--- src/rtl/audio_pkg.sv ---
// Shared types and constants for the gain/ramp audio datapath.
//   DEF_*      : default parameter values used by the modules
//   sample_t   : one signed sample at the default width
//   state_e    : frame sequencer states
//   UNITY_GAIN : gain code equal to 1.0
//   SAT_MAX/MIN: clip limits of a default-width sample
//   sat()      : clip a signed value into a w-bit signed range
package audio_pkg;
  localparam int DEF_DATA_W = 32;
  localparam int DEF_NCH    = 2;
  localparam int DEF_GAIN_W = 8;
  localparam int DEF_FRAC_W = 6;
  localparam int DEF_RAMP_W = 4;

  localparam int UNITY_GAIN = 1 << DEF_FRAC_W;

  typedef logic signed [DEF_DATA_W-1:0] sample_t;

  localparam sample_t SAT_MAX = {1'b0, {(DEF_DATA_W-1){1'b1}}};
  localparam sample_t SAT_MIN = {1'b1, {(DEF_DATA_W-1){1'b0}}};

  typedef enum logic [1:0] {IDLE, MUL1, MUL2, WAIT_OUT} state_e;

  // Result is sign-extended to 64 bits; callers keep the low w bits.
  function automatic logic signed [63:0] sat(input logic signed [63:0] v, input int w);
    logic signed [63:0] hi, lo;
    hi = (64'sd1 <<< (w - 1)) - 64'sd1;
    lo = -(64'sd1 <<< (w - 1));
    if (v > hi)      return hi;
    else if (v < lo) return lo;
    else             return v;
  endfunction
endpackage

--- src/rtl/audio_chan_mul.sv ---
// One channel's multiply / shift / saturate pipeline.
//   clk, rst_n : clock, async active-low reset
//   mul_en     : capture sample * g_eff into the wide product register
//   sat_en     : capture floor(product / 2^FRAC_W), clipped to DATA_W
//   sample     : signed input sample (held stable by the top)
//   g_eff      : unsigned effective gain (gain scaled by ramp)
//   res        : registered, saturated result
module audio_chan_mul import audio_pkg::*; #(
  parameter int DATA_W = DEF_DATA_W,
  parameter int GAIN_W = DEF_GAIN_W,
  parameter int FRAC_W = DEF_FRAC_W
) (
  input  logic                     clk,
  input  logic                     rst_n,
  input  logic                     mul_en,
  input  logic                     sat_en,
  input  logic signed [DATA_W-1:0] sample,
  input  logic        [GAIN_W-1:0] g_eff,
  output logic signed [DATA_W-1:0] res
);
  localparam int PW = DATA_W + GAIN_W + 1;

  logic signed [PW-1:0]     p_q, p_d, s_ext, g_ext;
  logic signed [DATA_W-1:0] r_q, r_d;
  logic signed [63:0]       shifted;

  always_comb begin
    p_d   = p_q;
    r_d   = r_q;
    // gain is unsigned: zero-extend it before treating it as signed
    s_ext = PW'(sample);
    g_ext = PW'($signed({1'b0, g_eff}));
    // arithmetic shift floors toward -inf
    shifted = 64'(p_q) >>> FRAC_W;
    if (mul_en) p_d = s_ext * g_ext;
    if (sat_en) r_d = DATA_W'(sat(shifted, DATA_W));
  end

  always_ff @(posedge clk or negedge rst_n) begin
    if (!rst_n) begin
      p_q <= '0;
      r_q <= '0;
    end else begin
      p_q <= p_d;
      r_q <= r_d;
    end
  end

  assign res = r_q;
endmodule

--- src/rtl/audio_gain_ramp.sv ---
// Multi-channel gain stage with saturation and a soft-mute ramp,
// sitting between the codec FIFO handshake and the board controls.
//   CLOCK_50, reset_n        : clock, async active-low reset
//   audio_in_available       : codec has an input frame
//   audio_out_allowed        : codec can accept an output frame
//   audio_in / audio_out     : NCH packed samples, ch c at [c*DATA_W +: DATA_W]
//   gain                     : unsigned fixed-point gain, FRAC_W fraction bits
//   mute                     : 1 ramps toward silence, 0 toward gain
//   read_audio_in            : one-cycle strobe after a capture
//   write_audio_out          : one-cycle strobe when audio_out loads
//   ramp_level               : current ramp position, 0..2^RAMP_W
//   busy                     : frame in flight
module audio_gain_ramp import audio_pkg::*; #(
  parameter int DATA_W = DEF_DATA_W,
  parameter int NCH    = DEF_NCH,
  parameter int GAIN_W = DEF_GAIN_W,
  parameter int FRAC_W = DEF_FRAC_W,
  parameter int RAMP_W = DEF_RAMP_W
) (
  input  logic                  CLOCK_50,
  input  logic                  reset_n,
  input  logic                  audio_in_available,
  input  logic                  audio_out_allowed,
  input  logic [NCH*DATA_W-1:0] audio_in,
  input  logic [GAIN_W-1:0]     gain,
  input  logic                  mute,
  output logic                  read_audio_in,
  output logic                  write_audio_out,
  output logic [NCH*DATA_W-1:0] audio_out,
  output logic [RAMP_W:0]       ramp_level,
  output logic                  busy
);
  localparam logic [RAMP_W:0] RAMP_FULL = {1'b1, {RAMP_W{1'b0}}};

  state_e                  state_q, state_d;
  logic [NCH*DATA_W-1:0]   in_q, in_d, out_q, out_d, res;
  logic [GAIN_W-1:0]       geff_q, geff_d;
  logic [RAMP_W:0]         ramp_q, ramp_d;
  logic [GAIN_W+RAMP_W:0]  gprod;
  logic                    mute_q, mute_d, rd_q, rd_d, wr_q, wr_d, busy_q, busy_d;

  always_comb begin
    state_d = state_q;
    in_d    = in_q;
    out_d   = out_q;
    geff_d  = geff_q;
    mute_d  = mute_q;
    ramp_d  = ramp_q;
    rd_d    = 1'b0;
    wr_d    = 1'b0;
    gprod   = {{(RAMP_W+1){1'b0}}, gain} * {{GAIN_W{1'b0}}, ramp_q};
    case (state_q)
      IDLE: if (audio_in_available) begin
        // everything the frame needs is frozen here, so later control
        // changes cannot reach the in-flight frame
        in_d    = audio_in;
        geff_d  = GAIN_W'(gprod >> RAMP_W);
        mute_d  = mute;
        rd_d    = 1'b1;
        state_d = MUL1;
      end
      MUL1:     state_d = MUL2;
      MUL2:     state_d = WAIT_OUT;
      WAIT_OUT: if (audio_out_allowed) begin
        out_d   = res;
        wr_d    = 1'b1;
        state_d = IDLE;
        // saturating ramp step, one per written frame
        if (mute_q && ramp_q != '0)             ramp_d = ramp_q - 1'b1;
        else if (!mute_q && ramp_q != RAMP_FULL) ramp_d = ramp_q + 1'b1;
      end
      default:  state_d = IDLE;
    endcase
    busy_d = (state_d != IDLE);
  end

  always_ff @(posedge CLOCK_50 or negedge reset_n) begin
    if (!reset_n) begin
      state_q <= IDLE;
      in_q    <= '0;
      out_q   <= '0;
      geff_q  <= '0;
      mute_q  <= 1'b0;
      ramp_q  <= '0;
      rd_q    <= 1'b0;
      wr_q    <= 1'b0;
      busy_q  <= 1'b0;
    end else begin
      state_q <= state_d;
      in_q    <= in_d;
      out_q   <= out_d;
      geff_q  <= geff_d;
      mute_q  <= mute_d;
      ramp_q  <= ramp_d;
      rd_q    <= rd_d;
      wr_q    <= wr_d;
      busy_q  <= busy_d;
    end
  end

  for (genvar c = 0; c < NCH; c++) begin : g_ch
    audio_chan_mul #(.DATA_W(DATA_W), .GAIN_W(GAIN_W), .FRAC_W(FRAC_W)) u_mul (
      .clk    (CLOCK_50),
      .rst_n  (reset_n),
      .mul_en (state_q == MUL1),
      .sat_en (state_q == MUL2),
      .sample (in_q[c*DATA_W +: DATA_W]),
      .g_eff  (geff_q),
      .res    (res[c*DATA_W +: DATA_W])
    );
  end

  assign read_audio_in   = rd_q;
  assign write_audio_out = wr_q;
  assign audio_out       = out_q;
  assign ramp_level      = ramp_q;
  assign busy            = busy_q;
endmodule
--- config.mk ---
export PLATFORM = sky130hd
export DESIGN_NAME = audio_gain_ramp
export DESIGN_NICKNAME = d
export VERILOG_FILES = /design/src/rtl/audio_pkg.sv /design/src/rtl/audio_chan_mul.sv /design/src/rtl/audio_gain_ramp.sv
export SDC_FILE = /design/constraint.sdc
export NUM_CORES = 2
export LEC_CHECK = 0
export BUFFER_PORTS_ARGS = -buffer_cell sky130_fd_sc_hd__buf_4
export CAP_MARGIN = 25
export CELL_PAD_IN_SITES_DETAIL_PLACEMENT = 1
export CELL_PAD_IN_SITES_GLOBAL_PLACEMENT = 2
export CORE_MARGIN = 2
export CORE_UTILIZATION = 44
export CTS_BUF_LIST = sky130_fd_sc_hd__clkbuf_4 sky130_fd_sc_hd__clkbuf_8
export DETAILED_ROUTE_END_ITERATION = 10
export PLACE_DENSITY = 0.95
export SLEW_MARGIN = 5
export SYNTH_ARGS = -nofsm -noshare
export SYNTH_HDL_FRONTEND = slang
export SYNTH_SLANG_ARGS = --single-unit
--- constraint.sdc ---
create_clock -name CLOCK_50 -period 13.9 [get_ports CLOCK_50]
set_clock_uncertainty 0.05 [all_clocks]
set_input_delay 4.17 -clock CLOCK_50 [delete_from_list [all_inputs] [get_ports CLOCK_50]]
set_output_delay 4.17 -clock CLOCK_50 [all_outputs]
set_load 0.05 [all_outputs]
* After elaboration in Yosys (flattened, before gate mapping)
Index checks and enable logic that the tools add are counted.
** Storage, ports and cells
- Logic and storage cells :: 49
- Register bits :: 293
- Bits in read-only memories :: 0
- Memories kept :: 0
- RAM bits :: 0
- Latch bits :: 0
** Cells by class
- Div/mod/pow operators :: 0
- Equality and inequality tests :: 4
- Magnitude comparators :: 4
- $mul :: 3
- Bitwise gates (word level) :: 0
- Shifts and indexed selects :: 0
- Multiplexer cells :: 13
- Reduce and logical (&&, ||, !) cells :: 10
- Add/subtract/negate cells :: 2
** Operators by type and width (number)
- $mux 32 :: 4
- $mul 32x9->41 :: 2
- $gt 35x32->1 const B :: 2
- $lt 35x32->1 const B :: 2
- $mul 8x5->12 :: 1
- $mux 5 :: 2
- $pmux 2 s4 :: 1
- $add 5x1->5 const B :: 1
- $ne 5x5->1 const B :: 1
- $reduce_bool 5->1 :: 1
- $sub 5x1->5 const B :: 1
- $eq 2x2->1 const B :: 2
- $mux 1 :: 4
- $mux 2 :: 2
- $reduce_and 2->1 :: 2
- $reduce_bool 2->1 :: 2
- $reduce_and 3->1 :: 1
- $eq 2x1->1 const B :: 1
- $logic_and 1x1->1 :: 2
- $logic_not 2->1 :: 1
- $logic_not 1->1 :: 1

* Longest topological paths before layout
- Depth after elaboration :: 4
- Depth in mapped cells :: 23
- Depth with buffers taken out :: 20

* Hierarchy
A second synthesis with hierarchy kept.
** Second synthesis, totals
- Cells, all modules :: 3353
- Area total of the unflattened synthesis :: 29819.8 sq um
** Modules (own cells, without submodules)
- audio_chan_mul (g_ch[1].u_mul) :: cells an instance 1302, area each 11622.4 sq um, instances 1
- audio_chan_mul (g_ch[0].u_mul) :: cells an instance 1297, area each 11487.3 sq um, instances 1
- audio_gain_ramp :: cells an instance 754, area each 6710.2 sq um, instances 1

* Least setup slack after synthesis
No wires, ideal clock.
- Kind :: input port to flip-flop
- From :: input gain[0]
- To :: register geff_q[7]
- Cell stages on the path :: 14
- Arrival time :: 7.291 ns
- Path slack :: 6.424 ns
- Path through :: nand2_1 -> fa_1 -> fa_1 -> fa_1 -> inv_1 -> ha_1 -> inv_1 -> o21bai_1 -> a21oi_1 -> o21ai_1 -> a31o_2 -> a21oi_1 -> xnor2_1 -> o21ai_0
** Between the ends
- Longest elaborated chain between the ends :: 1
** Ends and longest elaborated chain
- from (decl) :: line audio_gain_ramp.sv:25 : input logic [GAIN_W-1:0] gain,
- $mul 8x5->12 :: line audio_gain_ramp.sv:51 : gprod = {{(RAMP_W+1){1'b0}}, gain} * {{GAIN_W{1'b0}}, ramp_q};
- to (signal assigned) :: line audio_gain_ramp.sv:92 : geff_q <= geff_d;
- to (decl) :: line audio_gain_ramp.sv:37 : logic [GAIN_W-1:0] geff_q, geff_d;
No other way between the ends.
A chain may end at the register's enable or synchronous reset.

* Worst setup path after layout
- From :: input gain[1]
- To :: register geff_q[7]
The elaborated chain is that of the path after synthesis.

==> flow_metrics.env <==
export IMPL_initial_antenna_violation_count=1
export IMPL_drt_wl_total_um=75870
export IMPL_io_buffer_count=148
export IMPL_die_h_um=259.1
export IMPL_timing_hold_violations_final=0
export IMPL_insertion_delay_ns=0.65
export IMPL_synth_mux_area_fraction_pct=0.07863
export IMPL_dr_pass1_iters=5
export IMPL_tns_ns=0
export IMPL_placementRows=93
export IMPL_grt_pass1_vias=24520
export IMPL_fp_dieW_um=259.1
export IMPL_post_route_cells_drive_above_1_share_pct=8.531
export IMPL_final_fill_count=7689
export IMPL_async_reset_ff_share_pct=100.0
export IMPL_worstHoldPathType="reg2reg"
export IMPL_synth_compound_gate_area_share_pct=7.133
export IMPL_clkSlewWorstSetupHoldPaths_ns=0.06
export IMPL_timing_setup_critical_path_class="in2reg"
export IMPL_cts_hold_fix_buffers=0
export IMPL_rsz0062_at_grt="no"
export IMPL_slew_headroom_pct=33.25
export IMPL_placeableCoreArea_um2=64460
export IMPL_pin_count=149
export IMPL_synthTopCellsByCount="sky130_fd_sc_hd__nand2_1 (860), sky130_fd_sc_hd__inv_1 (541), sky130_fd_sc_hd__fa_1 (411)"
export IMPL_post_cts_repair_setup_buffers=0
export IMPL_synthDistinctLibCells=58
export IMPL_multi_input_area_um2=19030
export IMPL_yosys_area_share_simple_pct=20.11
export IMPL_average_instance_area_after_synthesis_um2=8.767
export IMPL_grt_remaining_overflow=0
export IMPL_cts_htree_levels=2
export IMPL_ys_warn_count=0
export IMPL_finalMaxSlewViolations=0
export IMPL_dr_first_iter_drc_count=871
export IMPL_global_route_usage_total_pct=23.39
export IMPL_design_final_nets=4003
export IMPL_numCtsBuffers=50
export IMPL_die_area_um2=67150
export IMPL_final_design_area_no_fill_um2=31580
export IMPL_global_route_wire_length_before_repair_um=127000
export IMPL_post_cts_resized=0
export IMPL_dp_hpwl_um=58160
export IMPL_clock_sink_total=281
export IMPL_synth_largest_type_area_fraction_pct=28.73
export IMPL_mappedNetlistArea_um2=28640
export IMPL_worst_setup_path_start_kind="input pin"
export IMPL_layout_worst_path_cycle_share_pct=51.94
export IMPL_yosys_cell_count_top_type="sky130_fd_sc_hd__nand2_1"
export IMPL_worst_r2r_setup_slack_ns=7.31
export IMPL_crit_arrival_ns=7.64
export IMPL_tightest_pin_transition_ns=1.001
export IMPL_area_sequential_um2=7038
export IMPL_clock_tree_from_tritoncts="built"
export IMPL_detail_route_wl_per_cell_um=17.92
export IMPL_synth_flop_cell="sky130_fd_sc_hd__dfrtp_1"
export IMPL_drc_errors=0
export IMPL_critical_path_fanout_max=4
export IMPL_post_route_min_period_ns=7.220
export IMPL_post_synth_fa_ha_maj_area_fraction_pct=36.46
export IMPL_placement_cell_area_um2=30440
export IMPL_outcome="finished clean"
export IMPL_route_vias_total=21410
export IMPL_ctsRootBufferMaster="sky130_fd_sc_hd__clkbuf_8"
export IMPL_flow_area_growth_from_synthesis_pct=10.26
export IMPL_via_per_inst=5.059
export IMPL_synth_edff_count=0
export IMPL_initial_core_util_pct=44.43
export IMPL_synth_top_cell_by_area="sky130_fd_sc_hd__fa_1"
export IMPL_fmax_ghz=0.1385
export IMPL_gp_congestion=0.8282
export IMPL_worst_endpoint_required_ns=14.32
export IMPL_synth_area_leaders="sky130_fd_sc_hd__fa_1 (29%), sky130_fd_sc_hd__dfrtp_1 (25%), sky130_fd_sc_hd__nand2_1 (11%)"
export IMPL_report_final_setup_viol=0
export IMPL_synth_seq_cells=281
export IMPL_worst_setup_path_end_kind="register"
export IMPL_ctsLongestPathBuffers=3
export IMPL_maxCapViolations=0
export IMPL_postRouteAntennaNets=0
export IMPL_seq_area_frac_synth_pct=24.55
export IMPL_grt_start_max_net_pins=174
export IMPL_netlist_instances=3267
export IMPL_synth_xor_xnor_area_share_pct=2.599
export IMPL_synth_fp_nets=3932
export IMPL_largest_family_of_logic_cells_by_synthesized_area="adder cells"
final cells by class:
class	instances	share of cell area (%)
Sequential cell	281	22.29
Antenna cell	2	0.01585
Multi-Input combinational cell	2296	60.26
Tap cell	855	3.387
Clock buffer	80	3.150
Timing Repair Buffer	168	4.120
Clock inverter	10	0.3487
Inverter	541	6.430
cell families after synthesis:
group                      count (synthesis)
DFF                                      281
and+or+nand+nor                         1277
muxes                                      2
buffers and inverters                    690
AOI/OAI and AO/OA                        344
xor gates and xnor gates                  85
adders and majority gates                588
flip-flops by register name, indices dropped and copies added (netlist names):
signal           count
g_ch.u_mul.p_q      70
busy                 1
state_q              2
in_q                64
mute_q               1
read_audio_in        1
g_ch.u_mul.res      64
audio_out           64
geff_q               8
write_audio_out      1
ramp_level           5
routing by layer:
| metal | share of wire (%) | track usage [%] |
|---|---|---|
| met1 | 48 | 32.77 |
| met2 | 46 | 38.47 |
| met3 | 4.0 | 3.564 |
| met4 | 1.7 | 5.220 |
| met5 | 0 | 0 |
final timing paths:
path,start,cells past startpoint,endpoint
setup / recovery,gain[1],17,geff_q[7]$_DFFE_PN0P_
hold / removal,g_ch[0].u_mul.res[10]$_DFFE_PN0P_,2,audio_out[10]$_DFFE_PN0P_
setup reg to reg,geff_q[1]$_DFFE_PN0P_,19,g_ch[0].u_mul.p_q[36]$_DFFE_PN0P_
hold reg to reg,g_ch[0].u_mul.res[10]$_DFFE_PN0P_,2,audio_out[10]$_DFFE_PN0P_
max in group asynchronous,reset_n,2,g_ch[0].u_mul.res[23]$_DFFE_PN0P_
min in group asynchronous,reset_n,1,geff_q[0]$_DFFE_PN0P_
critical path, stage by stage:
cell                       delay (ns)
sky130_fd_sc_hd__buf_4           0.13
sky130_fd_sc_hd__and2_1          0.15
sky130_fd_sc_hd__ha_1            0.29
sky130_fd_sc_hd__ha_1            0.28
sky130_fd_sc_hd__inv_1           0.05
sky130_fd_sc_hd__fa_1            0.53
sky130_fd_sc_hd__inv_1           0.04
sky130_fd_sc_hd__ha_1            0.27
sky130_fd_sc_hd__and4_1          0.18
sky130_fd_sc_hd__a21oi_1         0.24
sky130_fd_sc_hd__o21bai_1        0.14
sky130_fd_sc_hd__a21oi_1         0.30
sky130_fd_sc_hd__o21ai_1         0.18
sky130_fd_sc_hd__a31o_2          0.29
sky130_fd_sc_hd__a21oi_1         0.17
sky130_fd_sc_hd__xnor2_1         0.13
sky130_fd_sc_hd__o21ai_0         0.08
metrics by stage:
step	instances	hold WS [ns]	util, %	setup WS (ns)
finish	4233	0.4119	48.99	6.680
detailed placement	4140	0.4023	47.22	5.990
floorplan	3267	0.3831	-	6.424
global placement	4140	0.3980	47.22	6.027
CTS	4230	0.4162	48.94	6.672
global route	4232	0.4346	48.98	6.434
cells in the final DEF (no fill, tap or decap), types with 9 or more instances in the layout:
master,count
sky130_fd_sc_hd__clkbuf_8,63
sky130_fd_sc_hd__dfrtp_1,276
sky130_fd_sc_hd__o31ai_1,9
sky130_fd_sc_hd__o21ai_1,13
sky130_fd_sc_hd__xor2_1,32
sky130_fd_sc_hd__nor2_1,30
sky130_fd_sc_hd__nand3_1,18
sky130_fd_sc_hd__a21o_1,42
sky130_fd_sc_hd__and2_1,310
sky130_fd_sc_hd__fa_1,411
sky130_fd_sc_hd__a21oi_1,74
sky130_fd_sc_hd__nand4_1,12
sky130_fd_sc_hd__ha_1,177
sky130_fd_sc_hd__o21ai_0,155
sky130_fd_sc_hd__xnor2_1,53
sky130_fd_sc_hd__buf_4,165
sky130_fd_sc_hd__nand2_1,858
sky130_fd_sc_hd__clkbuf_4,17
sky130_fd_sc_hd__inv_1,539
sky130_fd_sc_hd__nor3_1,11
sky130_fd_sc_hd__nor2b_1,9
Power is not shown: default switching activity piles up to over one toggle a cycle in this logic, so the estimate is an artifact.
